--- config.mk ---
export PLATFORM = sky130hd
export DESIGN_NAME = avg_level_monitor
export DESIGN_NICKNAME = d
export VERILOG_FILES = /design/src/rtl/avg_level_monitor.sv
export SDC_FILE = /design/constraint.sdc
export NUM_CORES = 1
export LEC_CHECK = 0
export CORE_ASPECT_RATIO = 1.5
export CORE_MARGIN = 8
export CORE_UTILIZATION = 40
export DETAILED_ROUTE_END_ITERATION = 16
export PLACE_DENSITY_LB_ADDON = 0.08
export RECOVER_POWER = 100
export SYNTH_ARGS = -nofsm -noshare
export SYNTH_HDL_FRONTEND = slang
export SYNTH_SLANG_ARGS = --single-unit
--- constraint.sdc ---
create_clock -name clk -period 1.6 [get_ports clk]
set_input_delay 0.16 -clock clk [delete_from_list [all_inputs] [get_ports clk]]
set_output_delay 0.16 -clock clk [all_outputs]
set_load 0.05 [all_outputs]
--- src/rtl/avg_level_monitor.sv ---
// avg_level_monitor
//   Classifies each (sync, average) result from the step-average stage
//   against signed high/low thresholds. Hysteresis plus DEBOUNCE-sample
//   qualification decides the reported level. Each level change produces a
//   rise/fall event, held in a one-deep buffer behind a valid/ready handshake.
//
// Ports
//   clk        single clock, posedge
//   reset      synchronous, active-low
//   sync       strobe: average is valid this cycle
//   average    signed window average
//   thr_high   signed rise threshold (used on sync cycles only)
//   thr_low    signed fall threshold (used on sync cycles only)
//   level      debounced level, 1 = high
//   evt_valid  event pending
//   evt_ready  consumer accepts the pending event
//   evt_rise   1 = rise event, 0 = fall event
//   evt_value  average that completed the transition
//   overflow   sticky, set when an event is dropped on a full buffer
//   evt_time   sync count at the event (AVG_LEVEL_TIMESTAMP_EN only)
//
// Build option
//   AVG_LEVEL_TIMESTAMP_EN : adds a free-running sync counter and evt_time.
//
// States
//   LOW     | level low, waiting for an average above thr_high
//   RISING  | counting consecutive averages above thr_high
//   HIGH    | level high, waiting for an average below thr_low
//   FALLING | counting consecutive averages below thr_low

module avg_level_monitor #(
  parameter int WIDTH    = 8,
  parameter int DEBOUNCE = 3,
  parameter int TS_WIDTH = 16
) (
  input  logic                    clk,
  input  logic                    reset,
  input  logic                    sync,
  input  logic signed [WIDTH-1:0] average,
  input  logic signed [WIDTH-1:0] thr_high,
  input  logic signed [WIDTH-1:0] thr_low,
  output logic                    level,
  output logic                    evt_valid,
  input  logic                    evt_ready,
  output logic                    evt_rise,
  output logic signed [WIDTH-1:0] evt_value,
  output logic                    overflow
`ifdef AVG_LEVEL_TIMESTAMP_EN
  ,
  output logic [TS_WIDTH-1:0]     evt_time
`endif
);

  localparam int CNT_W = $clog2(DEBOUNCE + 1);
  localparam logic [CNT_W-1:0] DEB_C = CNT_W'(DEBOUNCE);

  if (DEBOUNCE < 1 || TS_WIDTH < 1) begin : g_bad_param
    $error("avg_level_monitor: DEBOUNCE and TS_WIDTH must be >= 1");
  end

  typedef enum logic [1:0] {LOW, RISING, HIGH, FALLING} state_t;

  state_t           state;
  logic [CNT_W-1:0] cnt;
  logic [CNT_W-1:0] cnt_inc;
  logic             above;
  logic             below;
  logic             new_evt;
  logic             new_rise;

  assign above   = average > thr_high;
  assign below   = average < thr_low;
  assign cnt_inc = cnt + CNT_W'(1);

  // An event fires on the sync that completes a transition; with
  // DEBOUNCE==1 that is the first qualifying sample out of LOW/HIGH.
  always_comb begin
    new_evt  = 1'b0;
    new_rise = 1'b0;
    if (sync) begin
      case (state)
        LOW:     if (above && DEBOUNCE == 1) begin
                   new_evt  = 1'b1;
                   new_rise = 1'b1;
                 end
        RISING:  if (above && cnt_inc == DEB_C) begin
                   new_evt  = 1'b1;
                   new_rise = 1'b1;
                 end
        HIGH:    if (below && DEBOUNCE == 1) new_evt = 1'b1;
        FALLING: if (below && cnt_inc == DEB_C) new_evt = 1'b1;
        default: ;
      endcase
    end
  end

`ifdef AVG_LEVEL_TIMESTAMP_EN
  logic [TS_WIDTH-1:0] ts_cnt;
`endif

  always_ff @(posedge clk) begin
    if (!reset) begin
      state     <= LOW;
      cnt       <= '0;
      level     <= 1'b0;
      evt_valid <= 1'b0;
      evt_rise  <= 1'b0;
      evt_value <= '0;
      overflow  <= 1'b0;
`ifdef AVG_LEVEL_TIMESTAMP_EN
      ts_cnt    <= '0;
      evt_time  <= '0;
`endif
    end else begin
      if (sync) begin
`ifdef AVG_LEVEL_TIMESTAMP_EN
        ts_cnt <= ts_cnt + TS_WIDTH'(1);
`endif
        case (state)
          LOW: if (above) begin
            if (DEBOUNCE == 1) begin
              state <= HIGH;
              level <= 1'b1;
            end else begin
              state <= RISING;
              cnt   <= CNT_W'(1);
            end
          end
          RISING: if (above) begin
            if (cnt_inc == DEB_C) begin
              state <= HIGH;
              cnt   <= '0;
              level <= 1'b1;
            end else begin
              cnt <= cnt_inc;
            end
          end else begin
            state <= LOW;
            cnt   <= '0;
          end
          HIGH: if (below) begin
            if (DEBOUNCE == 1) begin
              state <= LOW;
              level <= 1'b0;
            end else begin
              state <= FALLING;
              cnt   <= CNT_W'(1);
            end
          end
          FALLING: if (below) begin
            if (cnt_inc == DEB_C) begin
              state <= LOW;
              cnt   <= '0;
              level <= 1'b0;
            end else begin
              cnt <= cnt_inc;
            end
          end else begin
            state <= HIGH;
            cnt   <= '0;
          end
          default: begin
            state <= LOW;
            cnt   <= '0;
            level <= 1'b0;
          end
        endcase
      end

      // One-deep event buffer: a new event loads when the buffer is empty
      // or being drained this cycle; otherwise it is dropped and flagged.
      if (new_evt) begin
        if (!evt_valid || evt_ready) begin
          evt_valid <= 1'b1;
          evt_rise  <= new_rise;
          evt_value <= average;
`ifdef AVG_LEVEL_TIMESTAMP_EN
          evt_time  <= ts_cnt;
`endif
        end else begin
          overflow <= 1'b1;
        end
      end else if (evt_valid && evt_ready) begin
        evt_valid <= 1'b0;
      end
    end
  end

endmodule
Yosys cells after proc, flatten, opt, wreduce, memory -nomap -nowiden
Index checks and enable logic that the tools add are counted.
{"block": "word_totals", "ff_bits": 16, "latchBits": 0, "ram_bits": 0, "mem_bits_ro": 0, "out_inout_bits": 12, "memories": 0}
{"block": "classes", "addsub": 1, "n_mul": 0, "n_div": 0, "order_cmp": 2, "eq_ne": 13, "n_shift": 0, "n_mux": 26, "n_bitwise": 1, "n_reduce_logical": 14}
{"cell": "$mux W2", "count": 10}
{"cell": "$pmux W2 S4", "count": 2}
{"cell": "$mux W1", "count": 12}
{"cell": "$ne A2 B2 Y1 const B", "count": 6}
{"cell": "$gt A8 B8 Y1", "count": 1}
{"cell": "$lt A8 B8 Y1", "count": 1}
{"cell": "$eq A2 B2 Y1 const B", "count": 3}
{"cell": "$ne A3 B3 Y1 const B", "count": 2}
{"cell": "$reduce_and A2 Y1", "count": 3}
{"cell": "$reduce_and A6 Y1", "count": 1}
{"cell": "$reduce_and A5 Y1", "count": 1}
{"cell": "$pmux W1 S2", "count": 2}
{"cell": "$reduce_bool A2 Y1", "count": 2}
{"cell": "$logic_and A1 B1 Y1", "count": 3}
{"cell": "$reduce_and A3 Y1", "count": 1}
{"cell": "$add A2 B1 Y2 const B", "count": 1}
{"cell": "$eq A2 B1 Y1 const B", "count": 1}
{"cell": "$logic_not A2 Y1", "count": 1}
{"cell": "$ne A2 B1 Y1 const B", "count": 1}
{"cell": "$logic_not A1 Y1", "count": 1}
{"cell": "$logic_or A1 B1 Y1", "count": 1}
{"cell": "$not A1 Y1", "count": 1}

Depth between registers and ports, before layout
{"block": "logic_depth", "ltp_word": 8, "depth_mapped": 9, "depth_no_buf": 8}

Least setup slack after synthesis
OpenSTA, ideal clock, no wires.
{"block": "synth_timing", "path_type": "in2reg", "startpoint": "in thr_high[5]", "endpoint": "reg evt_value[0]", "setup_time_ps": 72, "arrival_ps": 1702, "setup_slack_ps": -173, "stages": 9, "path_cell_list": "inv_1 ha_1 a21o_1 a2111oi_2 a2111o_2 o211ai_4 nor2b_4 buf_6 mux2i_1"}
{"block": "synth_via", "elab_chain_len": 6}
{"item": "from (decl)", "line_no": "40", "rtl": "input logic signed [WIDTH-1:0] thr_high,"}
{"item": "$gt A8 B8 Y1", "line_no": "71", "rtl": "assign above = average > thr_high;"}
{"item": "$logic_and A1 B1 Y1", "line_no": "86", "rtl": "RISING: if (above && cnt_inc == DEB_C) begin"}
{"item": "$mux W1", "line_no": "86"}
{"item": "$pmux W1 S2", "line_no": "81", "rtl": "case (state)"}
{"item": "$mux W1", "line_no": "80", "rtl": "if (sync) begin"}
{"item": "$reduce_and A2 Y1 (no source line)"}
{"item": "to (signal assigned)", "line_no": "176", "rtl": "evt_value <= average;"}
{"item": "to (decl)", "line_no": "46", "rtl": "output logic signed [WIDTH-1:0] evt_value,"}
Every way passes these cells.
A chain may end at the register's enable or synchronous reset.

Worst setup path after layout
{"block": "layout_timing", "startpoint": "in average[1]", "endpoint": "reg evt_value[5]"}
{"block": "layout_via", "elab_chain_len": 6, "elab_cells_between_ends": 9, "cone_classes": "2 x order compare; 4 x mux; 3 x reduce/logical"}
{"item": "from (decl)", "line_no": "39", "rtl": "input logic signed [WIDTH-1:0] average,"}
{"item": "$lt A8 B8 Y1 or $gt A8 B8 Y1 (tied branches)", "line_no": "72, 71"}
{"item": "$logic_and A1 B1 Y1, on equally long branches", "line_no": "91, 86"}
{"item": "$mux W1, on equally long branches", "line_no": "91, 86"}
{"item": "$pmux W1 S2 (*)", "line_no": "81"}
{"item": "$mux W1 (*)", "line_no": "80"}
{"item": "$reduce_and A2 Y1 (no source line) (*)"}
Every way passes the cells marked *; elsewhere a longest branch is shown, timed or not.

==> out/qor.yml <==
run_status: "finished with violations"
failed_checks: "setup timing"
worstSetupStartpointType: "primary input"
cts_hold_buffers: 0
share_comb_of_total_power_pct: 35.0
placement.setup.worst_slack_ns: -0.856
antenna_found_initial: 0
hold_viol_final: 0
swShare_pct: 27.7
filler_cell_count: 230
finish.instance_area_um2: 1960
power_per_cell_area_nw_per_um2: 552
ioPinCount: 40
synth_simple_gate_area_share_pct: 22.1
timing.reg2reg.setup_slack_ns: 0.08
critical_path.max_fanout: 8
max_cap_violations: 0
std_cell_rows: 24
dieArea_um2: 4920
worst-r2r-cell-count: 5
seqPwrFrac_pct: 38.0
netlist_area_um2: 1160
synth-edff-count: 0
area_occupied_by_multi_input_gates_um2: 981
clock_tree.root_cell: "clkbuf_8"
post_drt_via_cell_ratio: 4.83
clock_power_share_pct: 27.0
routed_wirelength_mm: 3.39
worstPathArrival_ns: 1.84
finalMaxSlewViolations: 0
finalWeightedCongestion: 0.810
grt_overflow: 0
synth_top_cell_by_area: "dfxtp_1"
synth_fp_nets: 178
netlist_top_cells_count: "nand2_1 (21), inv_1 (18), dfxtp_1 (16)"
peakVddDrop_mv: 0.767
critPathCapture: "evt_value[5]"
timing.critical_path.to_type: "register"
critPathMaxStageDelay_ns: 0.37
totalNegativeSetupSlack_ns: -0.390
layout-drive-gt1-share_pct: 46.0
cts_max_level: 1
timing.setup.critical_path_class: "primary input to register"
worst_ep_required_time_ns: 1.77
post-route-drc-count: 0
post_synth_xor_area_fraction_pct: 0
clock-skew-final_ns: 0.000810
asyncSetResetFlopFracSynth_pct: 0
min_period_over_period_pct: 105
die-width_um: 60.0
slew-limit-headroom_pct: 58.6
cts_buffer_depth: 2
synth-adder-area-share_pct: 16.2
synthesis.area_per_instance_um2: 8.60
grt.total_usage_pct: 14.8
antennaDiodeCount: 0
net-switching-power_w: 0.000301
floorplan.initialDensity_pct: 40.7
grt_pass1_wl_mm: 5.56
place_hpwl_mm: 2.68
worst_r2r_startpoint: "state[1]"
drt_iter0_drcs: 27
synth_sequential_area_ratio_pct: 27.6
synthMuxAreaShare_pct: 7.76
clock_slew_seen_by_the_registers_of_the_worst_setup_and_hold_paths_ns: 0.06
start_point_of_the_worst_min_delay_path: "average[3]"
crit-reg2reg-capture: "evt_value[5]"
cell_type_of_the_slowest_stage_on_the_worst_timing_path: "a211o_1"
max_freq_ghz: 0.598
synth_warnings: 0
worstPathBufferInverterCount: 2
netlist.area_leader.share_pct: 27.6
hold-worst-slack_ns: 0.197
largest_family_of_logic_cells_by_synthesized_area: "simple AND/OR/NAND/NOR gates"
synthFlopType: "dfxtp_1"
report.final.setup_viol: 10
layout.area.seq_um2: 320
maximum_number_of_pins_on_one_net_before_global_route_repair: 25
timing.critical_path.cells: "buf_6 > ha_4 > nor2b_1 > o211ai_1 > a211o_1 > o211ai_4 > nor2b_4 > buf_12 > mux2i_1"
synthesized_area_fraction_occupied_by_ao_oa_aoi_and_oai_cells_pct: 18.6
core_region_area_um2: 2850
worst_slew_pin_slew_ns: 0.624
tritoncts: "done"
ys_ff_latch: 16
internal_power_w: 0.000784
most_common_cell_in_the_netlist: "nand2_1"
layout_min_cycle_time_ns: 1.67
dominant_delay_contributor_by_cell_family_on_the_critical_path: "compound AO/OA/AOI/OAI gates"
fin_nets: 243
firstDrtPassIters: 4
route.vias.total: 1145
distinct_cell_type_count_of_the_synthesized_netlist: 34
yosys-top-cells-area: "dfxtp_1 (28%), ha_1 (16%), mux2i_1 (7.8%)"
grt_setup_unrepaired: "yes"
detailed_place.area_um2: 1820
finalWorstSetupSlack_ns: -0.0729
die-height_um: 82.0
min_path_type: "primary input to register"
buffer_ports.inserted: 39
drt.antenna.violating_nets: 0
cp_num_cells: 9
tritoncts_num_sinks: 16
startpoint: "average[1]"
via_count_of_the_first_global_routing_pass: 1229
synthesis_to_finish_area_growth_pct: 69.2
avgRoutedWirePerCell_um: 14.3
cts-buffers-inserted: 3
leakagePower_nw: 0.783
syn_inst: 135
clk_latency_ns: 0.24
post-route-util_pct: 68.9
==> layer usage <==
| layer | GRT usage (%) | vias to the layer above | wire length [um] |
|---|---|---|---|
| met5 | 0 | - | 0 |
| li1 | - | 588 | - |
| met4 | 8.15 | 0 | 121 |
| met3 | 2.51 | 8 | 145 |
| met2 | 28.8 | 25 | 1880 |
| met1 | 14.0 | 524 | 1240 |
==> placed cells by master, fill, tap and decap left out, types with 2 or more instances in the layout <==
| cell | instances |
|---|---|
| inv_2 | 9 |
| inv_4 | 4 |
| inv_1 | 4 |
| dfxtp_1 | 16 |
| clkdlybuf4s15_1 | 3 |
| buf_4 | 21 |
| clkdlybuf4s50_1 | 4 |
| nor2b_4 | 2 |
| nand3_1 | 2 |
| buf_6 | 10 |
| clkbuf_2 | 2 |
| o21ai_1 | 3 |
| nand2_1 | 20 |
| mux2i_1 | 9 |
| a21boi_1 | 3 |
| clkbuf_1 | 13 |
| nor2b_1 | 6 |
| clkbuf_8 | 3 |
| nor2_1 | 3 |
| buf_2 | 8 |
| nand2b_1 | 3 |
| a21oi_1 | 3 |
| nand4_1 | 2 |
| ha_4 | 14 |
| o21a_1 | 2 |
| a21oi_2 | 2 |
==> timing repair <==
| action | CTS | global route |
|---|---|---|
| setup buffers | 8 | 1 |
| pin swaps | 26 | 9 |
| resized for setup | 111 | 11 |
| setup endpoints to repair | 16 | 13 |
==> worst min-delay path by stage <==
stage,endpoint,slack (ns),depth (start not counted)
final,evt_value[3],0.20,3
after global routing,evt_value[3],0.22,3
after CTS,evt_value[3],0.20,3
after detailed placement,evt_value[2],0.45,2
after global placement,evt_value[3],0.45,2
after floorplan,cnt[0],0.30,2
==> sequential cells by signal, indices dropped and copies added (netlist names) <==
register,count
evt_value,8
overflow,1
evt_valid,1
evt_rise,1
state,2
cnt,2
level,1
==> layout make-up <==
class	instances	area share [%]
multi-input combinational	97	49.9
clock buffer	3	2.10
tap	39	2.48
sequential	16	16.3
inverter	18	4.59
timing repair buffer	64	24.6
==> metrics by stage <==
stage / cells / total power, W
floorplan: 135 / 0.000579
global placement: 226 / 0.000730
detailed placement: 226 / 0.000739
CTS: 236 / 0.00109
global route: 237 / 0.00115
finish: 237 / 0.00108
==> worst min-delay path, delay by kind of cell <==
family	cells	cell delay (ns)
buffers and inverters	1	0.11
muxes	1	0.06
and+or+nand+nor	1	0.05
==> cells by family (layout without fill, tap and decap cells) <==
logic type / after synthesis / in the layout
AND/OR/NAND/NOR: 47 / 47
AO/OA/AOI/OAI: 26 / 26
adder cells (fa/ha/maj): 15 / 15
buffers and inverters: 22 / 85
multiplexers: 9 / 9
flip-flops: 16 / 16
==> power groups by stage <==
stage / clock, W / sequential [W] / combinational, W
6_report: 0.000293 / 0.000412 / 0.000380
5_1_grt: 0.000323 / 0.000413 / 0.000418
4_1_cts: 0.000307 / 0.000411 / 0.000369
3_5_place_dp: 0 / 0.000420 / 0.000319
3_3_place_gp: 0 / 0.000419 / 0.000311
2_1_floorplan: 0 / 0.000419 / 0.000160
No activity file was read; power rests on OpenSTA's default activity.
